<file path="src/rtl/logistic_bifurcation_sweeper.sv">
// rtl/logistic_bifurcation_sweeper.sv - logistic-map bifurcation sweep emitting (col,row) plot points
module logistic_bifurcation_sweeper #(
  parameter int COLS = 640,
  parameter int ROWS = 480
) (
  input  logic        CLK,
  input  logic        RST,
  input  logic        start_i,
  input  logic [17:0] mu_start_i,
  input  logic [17:0] mu_step_i,
  input  logic [16:0] x0_i,
  input  logic [8:0]  warmup_i,
  input  logic [8:0]  samples_i,
  output logic        pt_valid_o,
  output logic [9:0]  pt_col_o,
  output logic [9:0]  pt_row_o,
  input  logic        pt_ready_i,
  output logic        busy_o,
  output logic        done_o
);

  localparam logic [9:0] LAST_COL = 10'(COLS - 1);
  localparam logic [9:0] ROWS_W   = 10'(ROWS);

  typedef enum logic [2:0] {
    S_IDLE,
    S_LOAD,
    S_TERM,
    S_MULT,
    S_EMIT,
    S_NEXT
  } state_t;

  state_t      state_q;
  logic [17:0] mu_q;
  logic [17:0] mu_step_q;
  logic [16:0] x0_q;
  logic [8:0]  warmup_q;
  logic [8:0]  samples_q;
  logic [9:0]  col_q;
  logic [15:0] x_q;
  logic [16:0] t_q;
  logic [10:0] iter_q;
  logic        pt_valid_q;
  logic [9:0]  pt_col_q;
  logic [9:0]  pt_row_q;
  logic        busy_q;
  logic        done_q;

  logic [15:0] x_clamp_d;
  logic [33:0] term_prod;
  logic [16:0] t_d;
  logic [34:0] mul_prod;
  logic [18:0] mul_shift;
  logic [15:0] x_mul_d;
  logic [25:0] row_prod;
  logic [9:0]  row_d;
  logic [10:0] iter_d;
  logic [10:0] iter_total;
  logic [10:0] iter_warm;
  logic [18:0] mu_sum;
  logic [17:0] mu_d;

  // Datapath: x(1-x) term, mu*t with saturation, row scaling and mu stepping.
  // x_q never exceeds 0xFFFF, so (0x10000 - x) always fits in 17 bits.
  always_comb begin
    x_clamp_d  = x0_q[16] ? 16'hFFFF : x0_q[15:0];
    term_prod  = {18'b0, x_q} * {17'b0, (17'h10000 - {1'b0, x_q})};
    t_d        = 17'(term_prod >> 16);
    mul_prod   = {17'b0, mu_q} * {18'b0, t_q};
    mul_shift  = 19'(mul_prod >> 16);
    x_mul_d    = (mul_shift > 19'h0FFFF) ? 16'hFFFF : mul_shift[15:0];
    row_prod   = {10'b0, x_mul_d} * {16'b0, ROWS_W};
    row_d      = 10'(row_prod >> 16);
    iter_d     = iter_q + 11'd1;
    iter_warm  = {2'b0, warmup_q};
    iter_total = {2'b0, warmup_q} + {2'b0, samples_q};
    mu_sum     = {1'b0, mu_q} + {1'b0, mu_step_q};
    mu_d       = mu_sum[18] ? 18'h3FFFF : mu_sum[17:0];
  end

  // Sweep sequencer with registered stream and status outputs.
  always_ff @(posedge CLK) begin
    if (!RST) begin
      state_q    <= S_IDLE;
      mu_q       <= '0;
      mu_step_q  <= '0;
      x0_q       <= '0;
      warmup_q   <= '0;
      samples_q  <= '0;
      col_q      <= '0;
      x_q        <= '0;
      t_q        <= '0;
      iter_q     <= '0;
      pt_valid_q <= 1'b0;
      pt_col_q   <= '0;
      pt_row_q   <= '0;
      busy_q     <= 1'b0;
      done_q     <= 1'b0;
    end else begin
      done_q <= 1'b0;
      case (state_q)
        S_IDLE: begin
          if (start_i) begin
            mu_q      <= mu_start_i;
            mu_step_q <= mu_step_i;
            x0_q      <= x0_i;
            warmup_q  <= warmup_i;
            samples_q <= samples_i;
            col_q     <= '0;
            busy_q    <= 1'b1;
            state_q   <= S_LOAD;
          end
        end
        S_LOAD: begin
          x_q     <= x_clamp_d;
          iter_q  <= '0;
          state_q <= S_TERM;
        end
        S_TERM: begin
          t_q     <= t_d;
          state_q <= S_MULT;
        end
        S_MULT: begin
          x_q    <= x_mul_d;
          iter_q <= iter_d;
          if (iter_d <= iter_warm) begin
            state_q <= S_TERM;
          end else if (iter_d <= iter_total) begin
            pt_valid_q <= 1'b1;
            pt_col_q   <= col_q;
            pt_row_q   <= row_d;
            state_q    <= S_EMIT;
          end else begin
            state_q <= S_NEXT;
          end
        end
        S_EMIT: begin
          if (pt_ready_i) begin
            pt_valid_q <= 1'b0;
            state_q    <= (iter_q < iter_total) ? S_TERM : S_NEXT;
          end
        end
        S_NEXT: begin
          if (col_q == LAST_COL) begin
            done_q  <= 1'b1;
            busy_q  <= 1'b0;
            state_q <= S_IDLE;
          end else begin
            col_q   <= col_q + 10'd1;
            mu_q    <= mu_d;
            state_q <= S_LOAD;
          end
        end
        default: state_q <= S_IDLE;
      endcase
    end
  end

  assign pt_valid_o = pt_valid_q;
  assign pt_col_o   = pt_col_q;
  assign pt_row_o   = pt_row_q;
  assign busy_o     = busy_q;
  assign done_o     = done_q;

endmodule

</file>
<file path="config.mk">
export PLATFORM = sky130hd
export DESIGN_NAME = logistic_bifurcation_sweeper
export DESIGN_NICKNAME = d
export VERILOG_FILES = /design/src/rtl/logistic_bifurcation_sweeper.sv
export SDC_FILE = /design/constraint.sdc
export NUM_CORES = 2
export LEC_CHECK = 0
export BUFFER_PORTS_ARGS = -buffer_cell sky130_fd_sc_hd__clkbuf_2
export CAP_MARGIN = 0
export CELL_PAD_IN_SITES_DETAIL_PLACEMENT = 1
export CELL_PAD_IN_SITES_GLOBAL_PLACEMENT = 1
export CORE_ASPECT_RATIO = 0.8
export CORE_MARGIN = 2
export CORE_UTILIZATION = 35
export DETAILED_ROUTE_END_ITERATION = 7
export PLACE_DENSITY = 0.66
export SLEW_MARGIN = 0
export SYNTH_ARGS = -nofsm -noshare
export SYNTH_HDL_FRONTEND = slang
export SYNTH_SLANG_ARGS = --single-unit
</file>
<file path="constraint.sdc">
create_clock -name CLK -period 18.9 [get_ports CLK]
set_input_delay 0 -clock CLK [delete_from_list [all_inputs] [get_ports CLK]]
set_output_delay 0 -clock CLK [all_outputs]
set_load 0.01 [all_outputs]
</file>
Yosys cells after proc, flatten, opt, wreduce, memory -nomap -nowiden
Index checks and enable logic that the tools add are counted.
{ "totals": {"out_inout_bits": 23, "latch_bits": 0, "mem_bits_ro": 0, "register_bits": 150, "word_cells": 77, "ram_bits": 0, "mem_count": 0, "input_bits": 75} }
{ "op_classes": {"n_reduce_logical": 11, "n_eq_ne": 12, "bitwise": 1, "mux": 26, "shifts": 0, "add_sub_neg": 5, "multipliers": 3, "order_cmp": 4, "div": 0} }
{ "op_table": {"columns": ["op", "n"], "rows": [
  ["$mux 18", 3],
  ["$pmux 18 s2", 1],
  ["$mul 18x17->35", 1],
  ["$mul 16x17->33", 1],
  ["$mux 16", 2],
  ["$pmux 16 s2", 1],
  ["$pmux 11 s2", 1],
  ["$mul 16x4->20 const B", 1],
  ["$mux 10", 2],
  ["$pmux 10 s2", 1],
  ["$add 18x18->19", 1],
  ["$gt 19x16->1 const B", 1],
  ["$pmux 3 s6", 1],
  ["$sub 17x16->17 const A", 1],
  ["$mux 3", 4],
  ["$ne 2x2->1 const B", 6],
  ["$add 11x1->11 const B", 1],
  ["$le 11x10->1", 1],
  ["$le 11x9->1", 1],
  ["$lt 11x10->1", 1],
  ["$add 10x1->10 const B", 1],
  ["$add 9x9->10", 1],
  ["$eq 10x10->1 const B", 1],
  ["$reduce_and 3->1", 3],
  ["other kinds (10)", 24]
]} }

Logic depth before layout (Yosys ltp)
{ "logic_depth": {"depth_word": 5, "mapped_depth": 43, "depth_no_buf": 38} }

Worst setup path before layout
No wires, ideal clock.
{ "synth_path": {"kind": "flip-flop to flip-flop", "from": "register t_q[2]", "to": "register pt_row_q[7], in the netlist pt_row_o[7]", "n_path_buf": 6, "required_ns": 18.776, "t_arrival_ns": 9.543, "setup_time_ns": 0.124, "path_stages_with_launch": 42, "slack_ns": 9.234, "path_cell_list": "dfxtp_1 clkbuf_1 clkbuf_1 nand2_1 fa_1 fa_1 inv_1 fa_1 fa_1 fa_1 inv_1 fa_1 inv_1 ha_1 buf_4 and3_1 buf_6 nand4_4 (+6 left out) nor2_2 buf_2 and2_1 fa_1 inv_1 ha_1 or4_1 and2_1 ha_1 a21o_1 a21o_1 a21oi_1 nor3b_1 o21ai_0 nand2_1 o21ai_0 mux2i_1 nand3_1"} }
{ "synth_via": {"elab_chain_cells": 4} }
{ "synth_lines": {"columns": ["element", "line_no", "rtl"], "rows": [
  ["from (decl)", "42", "logic [16:0] t_q;"],
  ["from (signal assigned)", "121", "t_q <= t_d;"],
  ["$mul 18x17->35 (*)", "70", "mul_prod = {17'b0, mu_q} * {18'b0, t_q};"],
  ["$gt 19x16->1", "72", "x_mul_d = (mul_shift > 19'h0FFFF) ? 16'hFFFF : mul_shift[15:0];"],
  ["$mux 16 (*)", "72", null],
  ["$mul 16x4->20 (*)", "73", "row_prod = {10'b0, x_mul_d} * {16'b0, ROWS_W};"],
  ["to (signal assigned)", "132", "pt_row_q <= row_d;"],
  ["to (decl)", "46", "logic [9:0] pt_row_q;"]
]} }
Mark *: on every way between the ends. The rest lies on a longest branch, timed or not.
A chain may end at the register's enable or synchronous reset.

Worst setup path in the final report
Ends and elaborated chain as after synthesis.

==> run_results.csv <==
group,metric,value,unit
logic_synthesis,yosys_warnings,0,
grt,grt_pass1_vias,24200,
drt,ant_nets,0,
timing,max_freq,91.2,MHz
setup_path,cp-start-kind,"register",
logic_synthesis,synth_edf_count,0,
final_layout,multi_input_area,0.0222,mm2
drt,wl_per_cell,18.5,um
timing,final_max_slew_viol_count,0,
logic_synthesis,synth_seq_cells,150,
place,gp_congestion,0.842,
logic_synthesis,synth_flop_cell,"dfxtp_1",
final_layout,fillers,9415,
final_layout,layout-drive-gt1-share,5.47,%
setup_path,path_common_cell,"fa_1",
logic_synthesis,synthSimpleGateAreaFrac,19.2,%
drt,wl_met3,3.48,mm
clocking,ctsHtreeMaxLevel,4,
setup_path,cp-end-kind,"register",
power_and_ir_drop,ir_drop,134,uV
setup_path,crit_required,19.27,ns
grt,grt_max_degree,75,
logic_synthesis,synth.avg_cell_area,8.57,um2
drt,drc,0,
drt,wirelength_met1,40.0,mm
setup_path,cp.arrival,11.33,ns
clocking,clockRootBuffer,"clkbuf_16",
timing,finalCritPeriodShare,58.0,%
clocking,path_clk_slew,0.07,ns
floorplan,start_util,35.4,%
drt,wl_met2,36.6,mm
final_layout,seq_area,0.00300,mm2
clocking,clk_path_buf_depth,2,
clocking,clkLatencyLatePin,0.49,ns
setup_path,crit_fanout,35,
logic_synthesis,synth_top_family_by_area,"adder cells",
timing,rsz0062_at_grt,"no",
logic_synthesis,synth-async-reset-ratio,0,%
floorplan,die_area,0.0822,mm2
drt,wirelength,81.1,mm
setup_path,path_class,"reg -> reg",
setup_path,critPathSlowestCell,"dfxtp_1",
clocking,cts_tree,"yes",
logic_synthesis,synth_area,0.0280,mm2
power_and_ir_drop,power_leakage,0.0151,uW
grt,antenna_found_initial,3,
grt,grt_pass1_wl,133,mm
clocking,cts_inserted_buffers,17,
power_and_ir_drop,power.total,3520,uW
logic_synthesis,synth_compound_area_share,9.51,%
timing,tightestPinTransition,0.993,ns
floorplan,die_h,257,um
logic_synthesis,ys_types,74,
grt,globalRoute.totalOverflow,0,
power_and_ir_drop,p_per_area,115,mW/mm2
place,port_buffers,96,
timing,relSlewSlack,33.8,%
logic_synthesis,synth_xor_area_share,3.06,%
timing,hold_viol,0,
timing,min_period,10.97,ns
floorplan,io_pins,98,
floorplan,die_x,320,um
logic_synthesis,synthAdderAreaFrac,47.1,%
timing,skew,0.0149,ns
logic_synthesis,seq_area_frac_synth,10.7,%
setup_path,slowest_delay,0.87,ns
timing,finalSetupViolCount,0,
clocking,cts_sinks,150,
drt,vias,22000,
timing,tns,0,ns
floorplan,core_area,0.0790,mm2
final_layout,mostFrequentLayoutCells,"577 x inv_1, 459 x fa_1, 407 x nand2_1",
outcome,status,"finished clean",
drt,drt_iter0_drc,1213,
logic_synthesis,synth_cells,3263,
drt,vias_per_cell,5.02,
grt,track_usage,20.5,%
worst_hold_path,min_path_type,"in -> reg",
final_layout,final_common_cell,"inv_1",
clocking,cts_resized,0,
final_layout,nets,4181,
drt,drtPass1Iterations,5,
final_layout,synthToLayoutAreaGrowth,10.1,%
drt,top_layer_used,"met4",
place,hpwl,64.7,mm
floorplan,fp-row-count,92,
logic_synthesis,synth.area.mux_share,0.259,%
clocking,cts_setup_buffers,0,
job,cap_violations,0,
## worst paths after layout
kind,slack (ns),from,depth (start not counted),endpoint
worst max-delay path,7.93,t_q[2],36,pt_row_o[7]
worst min-delay path,0.20,RST,4,x_q[9]
worst max register to register,7.93,t_q[2],36,pt_row_o[7]
worst min register to register,0.47,pt_col_o[4],2,pt_col_o[4]
## sequential cells by signal, indices dropped and copies added (netlist names), 10 cells and up
name,flops
pt_col_o,10
iter_q,11
mu_step_q,18
x_q,16
x0_q,17
t_q,17
mu_q,18
col_q,10
## final cells by class
class | instances | share of cell area [%]
multi-input combinational | 2379 | 72.1
timing repair buffer | 206 | 4.84
inverter | 580 | 7.08
sequential | 150 | 9.76
clock buffer | 17 | 1.38
clock inverter | 15 | 0.642
tap | 1034 | 4.20
antenna | 3 | 0.0244
## worst max-delay path, delay by kind of cell (launching register included)
family | cells | cell delay (ns)
adder cells (fa/ha/maj) | 10 | 4.62
flip-flops | 1 | 0.87
buffers and inverters | 5 | 0.45
AO/OA/AOI/OAI | 10 | 2.52
AND/OR/NAND/NOR | 9 | 1.53
multiplexers | 2 | 0.85
## repair_timing
action | CTS | global route
setup endpoints to repair | 0 | 0
endpoints found under the hold margin | 75 | 0
hold buffers | 73 | 0
## stage by stage
step | util, % | cells | hold slack [ns] | instance area (um2) | worst slack (ns)
6_report | 39.0 | 4384 | 0.198 | 30800 | 7.93
5_1_grt | 39.0 | 4381 | 0.197 | 30800 | 7.26
4_1_cts | 39.0 | 4381 | 0.156 | 30800 | 7.98
3_5_place_dp | 37.3 | 4276 | 0.231 | 29400 | 8.02
3_3_place_gp | 37.3 | 4276 | 0.227 | 29400 | 8.19
2_1_floorplan | - | 3276 | 0.136 | 28000 | 9.23
## synth_stat cells (all sizes together), types with 9 or more instances
cell | instances | share of area (%)
ha | 313 | 14
nand3 | 45 | 0.81
nand4 | 14 | 0.37
o21bai | 9 | 0.24
dfxtp | 150 | 11
buf | 17 | 0.34
nor3 | 25 | 0.45
a31oi | 18 | 0.40
nor2 | 108 | 1.5
and3 | 16 | 0.36
o21ai | 60 | 1.1
nor3b | 10 | 0.27
inv | 579 | 7.8
a21oi | 172 | 3.1
a21o | 40 | 1.1
xor2 | 39 | 1.2
clkbuf | 150 | 2.0
nor2b | 59 | 1.3
o221ai | 34 | 1.1
fa | 459 | 33
nand2 | 408 | 5.5
a211oi | 12 | 0.32
nand2b | 168 | 3.8
o21a | 12 | 0.32
a22oi | 9 | 0.24
xnor2 | 56 | 1.8
and2 | 170 | 3.8
## metal layers
metal / up-vias / global-route usage (%)
met5: - / 0
met4: 0 / 3.69
met3: 49 / 2.80
met2: 420 / 32.8
met1: 11200 / 29.8
li1: 10400 / -
## cells by family after synthesis
| family | Yosys count |
|---|---|
| other | 2 |
| buffers and inverters | 747 |
| DFF | 150 |
| AOI/OAI and AO/OA | 420 |
| adders and majority gates | 779 |
| and+or+nand+nor | 1062 |
| muxes | 7 |
| xor gates and xnor gates | 96 |
## power by group
group / internal [uW] / switching, uW
clock network: 181 / 187
logic: 1090 / 1620
registers: 345 / 94.7
Note: power is estimated with default switching activity, not from simulation.
